[config.mk]
export PLATFORM = sky130hd
export DESIGN_NAME = mdl_mskdeser
export DESIGN_NICKNAME = d
export VERILOG_FILES = /design/src/rtl/mdl_mskdeser.sv
export SDC_FILE = /design/constraint.sdc
export NUM_CORES = 1
export LEC_CHECK = 0
export BUFFER_PORTS_ARGS = -buffer_cell sky130_fd_sc_hd__buf_2
export CORE_MARGIN = 2
export CORE_UTILIZATION = 40
export DETAILED_ROUTE_END_ITERATION = 7
export GPL_TIMING_DRIVEN = 0
export PLACE_DENSITY = 0.66
export SYNTH_ARGS = -nofsm -noshare
export SYNTH_HDL_FRONTEND = slang
export SYNTH_SLANG_ARGS = --single-unit
[constraint.sdc]
create_clock -name i_MCLK -period 3.4 [get_ports i_MCLK]
set_input_delay 0.34 -clock i_MCLK [delete_from_list [all_inputs] [get_ports i_MCLK]]
set_output_delay 0.34 -clock i_MCLK [all_outputs]
set_load 0.05 [all_outputs]
[src/rtl/mdl_mskdeser.sv]
// Masked serial-to-parallel receiver for the bubble data loops: keeps data bits from good
// loops, packs them LSB-first into 16-bit (or 4-bit) words behind a valid/ack holding register.
module mdl_mskdeser (
  input  logic        i_MCLK,
  input  logic        i_RST,
  input  logic        i_CLK2M_PCEN_n,
  input  logic        i_RXEN,
  input  logic        i_4BEN_n,
  input  logic        i_MSK,
  input  logic        i_SDI,
  input  logic        i_FLUSH,
  input  logic        i_WORD_ACK,
  output logic [15:0] o_DOUT,
  output logic        o_WORD_VLD,
  output logic        o_OVF,
  output logic [7:0]  o_WCNT
);

  typedef enum logic {ST_IDLE, ST_RUN} state_t;

  state_t      state_q, state_n;
  logic        rxen_q;
  logic        mode4_q, mode4_n;
  logic [15:0] asm_q, asm_n, asm_a, word;
  logic [4:0]  cnt_q, cnt_n, cnt_a;
  logic [15:0] dout_n;
  logic        vld_n, ovf_n;
  logic [7:0]  wcnt_n;
  logic        rise, active, accept, complete, flush_xfer, xfer, overrun;

  always_comb begin
    rise     = i_RXEN & ~rxen_q;
    active   = rise | ((state_q == ST_RUN) & i_RXEN);
    mode4_n  = rise ? ~i_4BEN_n : mode4_q;
    // A page start clears everything first so a coinciding slot lands in bit 0.
    asm_a    = rise ? 16'h0000 : asm_q;
    cnt_a    = rise ? 5'd0 : cnt_q;
    wcnt_n   = rise ? 8'd0 : o_WCNT;
    ovf_n    = rise ? 1'b0 : o_OVF;
    accept   = active & ~i_CLK2M_PCEN_n & i_MSK;
    if (accept) begin
      asm_a[cnt_a[3:0]] = i_SDI;
      cnt_a             = cnt_a + 5'd1;
    end
    complete   = accept & (cnt_a == (mode4_n ? 5'd4 : 5'd16));
    flush_xfer = active & i_FLUSH & ~complete & (cnt_a != 5'd0);
    xfer       = complete | flush_xfer;
    word       = mode4_n ? {12'h000, asm_a[3:0]} : asm_a;
    overrun    = xfer & o_WORD_VLD & ~i_WORD_ACK;

    dout_n  = o_DOUT;
    vld_n   = o_WORD_VLD & ~i_WORD_ACK;
    asm_n   = asm_a;
    cnt_n   = cnt_a;
    state_n = active ? ST_RUN : ST_IDLE;

    // An overrun drops the new word; otherwise the word loads even if ack frees the slot now.
    if (xfer) begin
      asm_n = 16'h0000;
      cnt_n = 5'd0;
      if (overrun) begin
        ovf_n = 1'b1;
      end else begin
        dout_n = word;
        vld_n  = 1'b1;
        wcnt_n = wcnt_n + 8'd1;
      end
    end else if (!active) begin
      asm_n = 16'h0000;
      cnt_n = 5'd0;
    end
  end

  always_ff @(posedge i_MCLK) begin
    if (i_RST) begin
      state_q    <= ST_IDLE;
      rxen_q     <= 1'b0;
      mode4_q    <= 1'b0;
      asm_q      <= 16'h0000;
      cnt_q      <= 5'd0;
      o_DOUT     <= 16'h0000;
      o_WORD_VLD <= 1'b0;
      o_OVF      <= 1'b0;
      o_WCNT     <= 8'd0;
    end else begin
      state_q    <= state_n;
      rxen_q     <= i_RXEN;
      mode4_q    <= mode4_n;
      asm_q      <= asm_n;
      cnt_q      <= cnt_n;
      o_DOUT     <= dout_n;
      o_WORD_VLD <= vld_n;
      o_OVF      <= ovf_n;
      o_WCNT     <= wcnt_n;
    end
  end

endmodule

==> results of run 1 <==
[layout make-up]
| type | instances | area (µm²) |
|---|---|---|
| fill | 600 | 3100 |
| multi-input combinational | 209 | 1390 |
| sequential | 50 | 1000 |
| timing repair buffer | 38 | 200 |
| buffer | 19 | 105 |
| tap | 75 | 93.8 |
| clock buffer | 5 | 68.8 |
| clock inverter | 3 | 25.0 |
| inverter | 2 | 7.51 |
[metal layers]
layer  GRT usage, %  share of wire (%)  vias to the layer above
li1               -                  -                     1101
met1           23.2                 47                     1067
met2           27.7                 46                       54
met3           4.47                5.6                        6
met4           3.87               0.97                        0
met5              0                  0                        -
[repair_timing]
| item | CTS | global route |
|---|---|---|
| endpoints found under the setup margin | 46 | 35 |
| pin swaps | 0 | 2 |
| gates resized for setup | 1 | 1 |
| setup buffers | 0 | 4 |
[critical path, delay by kind of cell (launching register included)]
kind | cells | cell delay, ns
muxes | 1 | 0.38
adders and majority gates | 1 | 0.29
buffers and inverters | 4 | 0.66
and+or+nand+nor | 6 | 1.10
AOI/OAI and AO/OA | 1 | 0.23
DFF | 1 | 0.37
[kinds of logic after synthesis]
group | Yosys count
fa+ha+maj | 5
buf+inv | 22
flops | 50
mux | 26
simple gates | 134
xor+xnor | 3
compound gates | 41
[power groups by stage]
stage	Sequential (mW)	Combinational, mW	Clock (mW)
final	0.592	0.0918	0.371
after global routing	0.593	0.102	0.398
after CTS	0.592	0.0899	0.376
after detailed placement	0.606	0.0908	0
after global placement	0.605	0.0900	0
after floorplan	0.609	0.0592	0
[path summary, 6_finish.rpt]
| check | start | endpoint | slack [ns] | cells after the start |
|---|---|---|---|---|
| min reg2reg | o_OVF | o_OVF | 0.47 | 2 |
| max reg2reg | rxen_q | o_DOUT[1] | 0.29 | 13 |
| max | rxen_q | o_DOUT[1] | 0.29 | 13 |
| min | i_RST | state_q | 0.30 | 2 |
[state kept, by name (all words and copies together), names as in the netlist]
| name | count |
|---|---|
| o_OVF | 1 |
| cnt_q | 5 |
| mode4_q | 1 |
| o_DOUT | 16 |
| rxen_q | 1 |
| asm_q | 16 |
| state_q | 1 |
| o_WORD_VLD | 1 |
| o_WCNT | 8 |
[synthesized netlist by cell type (6+ instances only)]
library cell  instances
clkbuf_1             10
nand4_1               7
nand3_1              11
buf_2                 6
mux2i_1              26
nor2_1               33
or4_1                13
a21oi_1              15
nor3_1               13
dfxtp_1              50
nand2_1              13
nand2b_1             18
==> metrics, run 1 <==
Adder-Cell Fraction of Synth Area 2.51%; sequential area share after synthesis 40.1%; Fmax achieved 0.321 GHz; clock share of power 35.2%; CTS Hold Bufs 0; Fin Hold WS 0.299 ns; Place WS -0.545 ns; status completed; Setup Crit Path Kind register to register; Synth cell types 43; final setup fails 0; Peak VDD IR 0.000190 V; Mapped Area 2490 µm²; Hold WC Path Type input pin to register; Post-route DRC 0; total I/O pin count 35; Synth Area in Compound Gates 10.8%; CTS buffer count 5; Site Rows 28; GRT Util Overall 17.2%; wire per inst 14.4 µm; CP Launch Type register; Synth warnings 0; largest net degree at the start of global routing 20; die height 83.0 µm; Final Non-Filler Cells 401; Post-Synth Simple-Gate Area 30.4%; Syn Nets 295; initial antenna violation count 0; commonest non-fill, non-tap cell in the layout dfxtp_1; crit-path most repeated cell buf_4; most frequent cells in the layout dfxtp_1 (50), buf_2 (40), nor2_1 (33); clock latency at the later pin of the worst-skew pair 0.31 ns; die width 83.0 µm; setup TNS after final layout 0 ns; power share of the sequential group 56.1%; worst setup margin 0.287 ns; crit path max fanout 19; Layout Nets 339; vias in the first global route 2082; fin. max-slew vios 0; Final HPWL DP 4290 µm; I/O Buffers 34; xor/xnor cell area share of the yosys netlist 1.05%; WP data arrival 3.33 ns; Slew headroom 68.0%; First-pass DRT Iterations 5; antenna-violating nets left 0; Sw Ratio 27.2%; leading area contributor after synthesis dfxtp_1; async set-reset flop share out of synthesis 0%; slowest library cell on the worst path mux2i_4; Post-Syn Area per Cell 8.88 µm²; skew final 0.0101 ns; DP Area 2760 µm²; fin area 2890 µm²; Max Cap Violations 0; Internal 768 µW; routability cong. 0.872; PwrDens 365 nW/µm²; clock root buffer clkbuf_8; RSZ-0062 raised after global routing no; initial core utilization 41.6%; clock sink count 50; crit path time final 3.11 ns; total power 1.05 mW; final hold violation count 0; TritonCTS clock tree yes; #FFs+latches synth 50; LEAKAGE 1.07 nW; DP Cell Count 390; Worst-path clk slew 0.09 ns; vias per inst 5.56; die footprint 6880 µm²; core area 5990 µm²; Inserted Diodes 0; final wirelength 5780 µm; Syn Inst Count 281; Post-synth EDFFs 0; Psw 287 µW; CP endpoint kind register; first-pass GRT wire length 9880 µm; Tightest Pin Transition 0.481 ns; clk buf depth 2; Area Overhead vs Synth 15.9%; largest family of logic cells by synthesized area simple AND/OR/NAND/NOR gates; dominant cells by area after synthesis dfxtp_1 (40%), mux2i_1 (10%), nor2_1 (5.0%); CP cell instances nand2b_1 -> buf_4 -> nand2_1 -> inv_1 -> ha_1 -> nand4b_4 -> nor3b_4 -> mux2i_4 -> and3_4 -> buf_6 -> nor2_4 -> buf_4 -> a211oi_1; WP data required 3.62 ns; Post-synth top flop dfxtp_1; Initial DRC Count 118; Finished Core Util 48.3%; largest stage delay on the critical path 0.38 ns; vias 2228; Synth top area share 40.1%; Logic pwr share 8.7%; multiplexer share of the synthesized area 10.4%; layout cells sized above 1 19.9%; Tcrit/Tclk final 91.6%; total global routing overflow 0; H-tree depth 2
No activity file was read; power rests on OpenSTA's default activity.
==> run 2: changes to the inputs <==
--- a/config.mk
+++ b/config.mk
@@ -7,10 +7,11 @@
 export LEC_CHECK = 0
 export BUFFER_PORTS_ARGS = -buffer_cell sky130_fd_sc_hd__buf_2
 export CORE_MARGIN = 2
-export CORE_UTILIZATION = 40
+export CORE_UTILIZATION = 30
 export DETAILED_ROUTE_END_ITERATION = 7
 export GPL_TIMING_DRIVEN = 0
-export PLACE_DENSITY = 0.66
+export PLACE_DENSITY = 0.54
+export REMOVE_ABC_BUFFERS = 1
 export SYNTH_ARGS = -nofsm -noshare
 export SYNTH_HDL_FRONTEND = slang
 export SYNTH_SLANG_ARGS = --single-unit
==> run 2 against run 1 <==
  * Combinational power is 5.0% lower
  * Flip-flop and latch count stayed put
  * Total power is 0.63% higher
  * Via count is 5.1% lower
  * Critical path type unchanged
  * Largest cell class unchanged
  * First-iteration DRC count is 25% lower
  * Critical path depth is 3 lower
  * Sequential power hardly changed
  * Die area is 32% higher
  * Utilization is 13 points lower
==> metrics, run 2 (same netlist as run 1, synthesis figures left out) <==
status completed; total I/O pin count 35 (unchanged); CP endpoint kind register; wire per inst 14.5 µm (+0.89%); vias 2114 (-5.1%); Layout Nets 319 (-5.9%); antenna-violating nets left 0 (unchanged); initial antenna violation count 0 (unchanged); I/O Buffers 34 (unchanged); Site Rows 33 (+18%); final hold violation count 0 (unchanged); Setup Crit Path Kind register to register; clk buf depth 2 (unchanged); reg-to-reg slack, setup 0.27 ns (about the same); LEAKAGE 1.02 nW (-4.4%); DP Area 2710 µm² (-1.8%); top flop regs asm_q (16), o_DOUT (16), o_WCNT (8); Post-route DRC 0 (unchanged); initial core utilization 30.7% (-11 points); fin area 2870 µm² (-0.91%); commonest non-fill, non-tap cell in the layout dfxtp_1; Initial DRC Count 89 (-25%); clock latency at the later pin of the worst-skew pair 0.32 ns (about the same); Worst Hold Depth 3 (+1); Tightest Pin Transition 0.654 ns (+0.174 ns); TritonCTS clock tree yes; largest net degree at the start of global routing 42 (+110%); clock root buffer clkbuf_8; CP Launch Type register; most frequent cells in the layout dfxtp_1 (50), buf_2 (34), nor2_1 (33); clock sink count 50 (unchanged); CP Launch Point rxen_q; total power 1.06 mW (+0.63%); CTS buffer count 5 (unchanged); H-tree depth 2 (unchanged); Peak VDD IR 0.000170 V (-11%); total global routing overflow 0 (unchanged); die height 95.2 µm (+15%); layout cells sized above 1 18.6% (-1.3 points); core area 8130 µm² (+36%); die width 95.2 µm (+15%); CTS Hold Bufs 0 (unchanged); first-pass GRT wire length 9850 µm (-0.27%); Max Cap Violations 0 (unchanged); GRT Util Overall 13.8% (-3.4 points); Area Overhead vs Synth 14.8%; RSZ-0062 raised after global routing no; First-pass DRT Iterations 4 (-1); vias per inst 5.14 (-7.4%); Final Non-Filler Cells 411 (+2.5%); hold path startpoint i_4BEN_n; setup TNS after final layout 0 ns (unchanged); worst setup margin 0.274 ns (-0.0127 ns); Place WS -0.708 ns (-0.163 ns); skew final 0.00986 ns (-0.000281 ns); die footprint 9060 µm² (+32%); final wirelength 5980 µm (+3.4%); Worst R2R Start rxen_q; Final HPWL DP 3870 µm (-9.9%); WP data required 3.65 ns (+0.03 ns); Tcrit/Tclk final 91.9% (+0.37 points); crit path max fanout 20 (+1); routability cong. 0.858 (-1.6%); Fin Hold WS 0.314 ns (+0.0151 ns); crit path time final 3.13 ns (+0.0127 ns); Inserted Diodes 0 (unchanged); Critical R2R Capture o_WCNT[6]; Slew headroom 56.4% (-12 points); DP Cell Count 401 (+2.8%); final setup fails 0 (unchanged); fin. max-slew vios 0 (unchanged); Hold EP mode4_q; R2R depth 10 (-3); vias in the first global route 2012 (-3.4%); Hold WC Path Type input pin to register; Fmax achieved 0.320 GHz (-0.41%); PwrDens 370 nW/µm² (+1.6%); Finished Core Util 35.2% (-13 points); WP data arrival 3.37 ns (+0.04 ns); Worst-path clk slew 0.10 ns (about the same)
## run 2: cell count changes in the layout (fill, tap and decap cells not counted), moves of 3 or more
cell,change
buf_2,-6
clkbuf_1,-9
buf_4,-5
buf_6,-3
## run 2: how the worst max path moves through the flow
stage                end  slack (ns)
6_report       o_WCNT[6]        0.27
5_1_grt        o_WCNT[7]       0.008
4_1_cts         asm_q[9]       0.007
3_5_place_dp    asm_q[9]       -0.71
3_3_place_gp   asm_q[15]       -1.17
2_1_floorplan  asm_q[10]        0.14
## run 2: layout make-up
type	count	area (µm²)
clock buffers	6	82.6
inverters	2	7.51
repair buffers	36	205
fillers	862	5270
flip-flops and latches	50	1000
multi-input cells	210	1420
well taps	105	131
clock inverters	2	17.5
## run 2: power breakdown
group / internal, mW / switching, mW / total, mW / leakage, nW
logic: 0.0248 / 0.0623 / 0.0872 / 0.565
registers: 0.589 / 0.00509 / 0.594 / 0.403
clock network: 0.168 / 0.212 / 0.380 / 0.0514
## run 2: what timing repair did
item                       4_1_cts  5_1_grt
cloned                           0        1
setup endpoints to repair       46       47
setup buffers                    1        0
resized for setup                2        3
pin swaps                        1        1
## run 2: per-layer routing
layer,vias up,global-route usage (%),part of all wire (%)
met5,-,0,0
met4,0,4.47,1.1
met3,9,3.40,4.6
met2,55,21.6,45
met1,988,18.5,49
li1,1062,-,-
## run 2: worst max-delay path, cell delays in order (launching register included)
cell and delay (ns):
dfxtp_1 0.37, nand2b_4 0.28, nand2_1 0.23, inv_1 0.14, ha_1 0.31, nand4b_4 0.14
nor3b_4 0.31, mux2i_4 0.37, o21ai_2 0.23, or4_1 0.53, a21oi_1 0.16
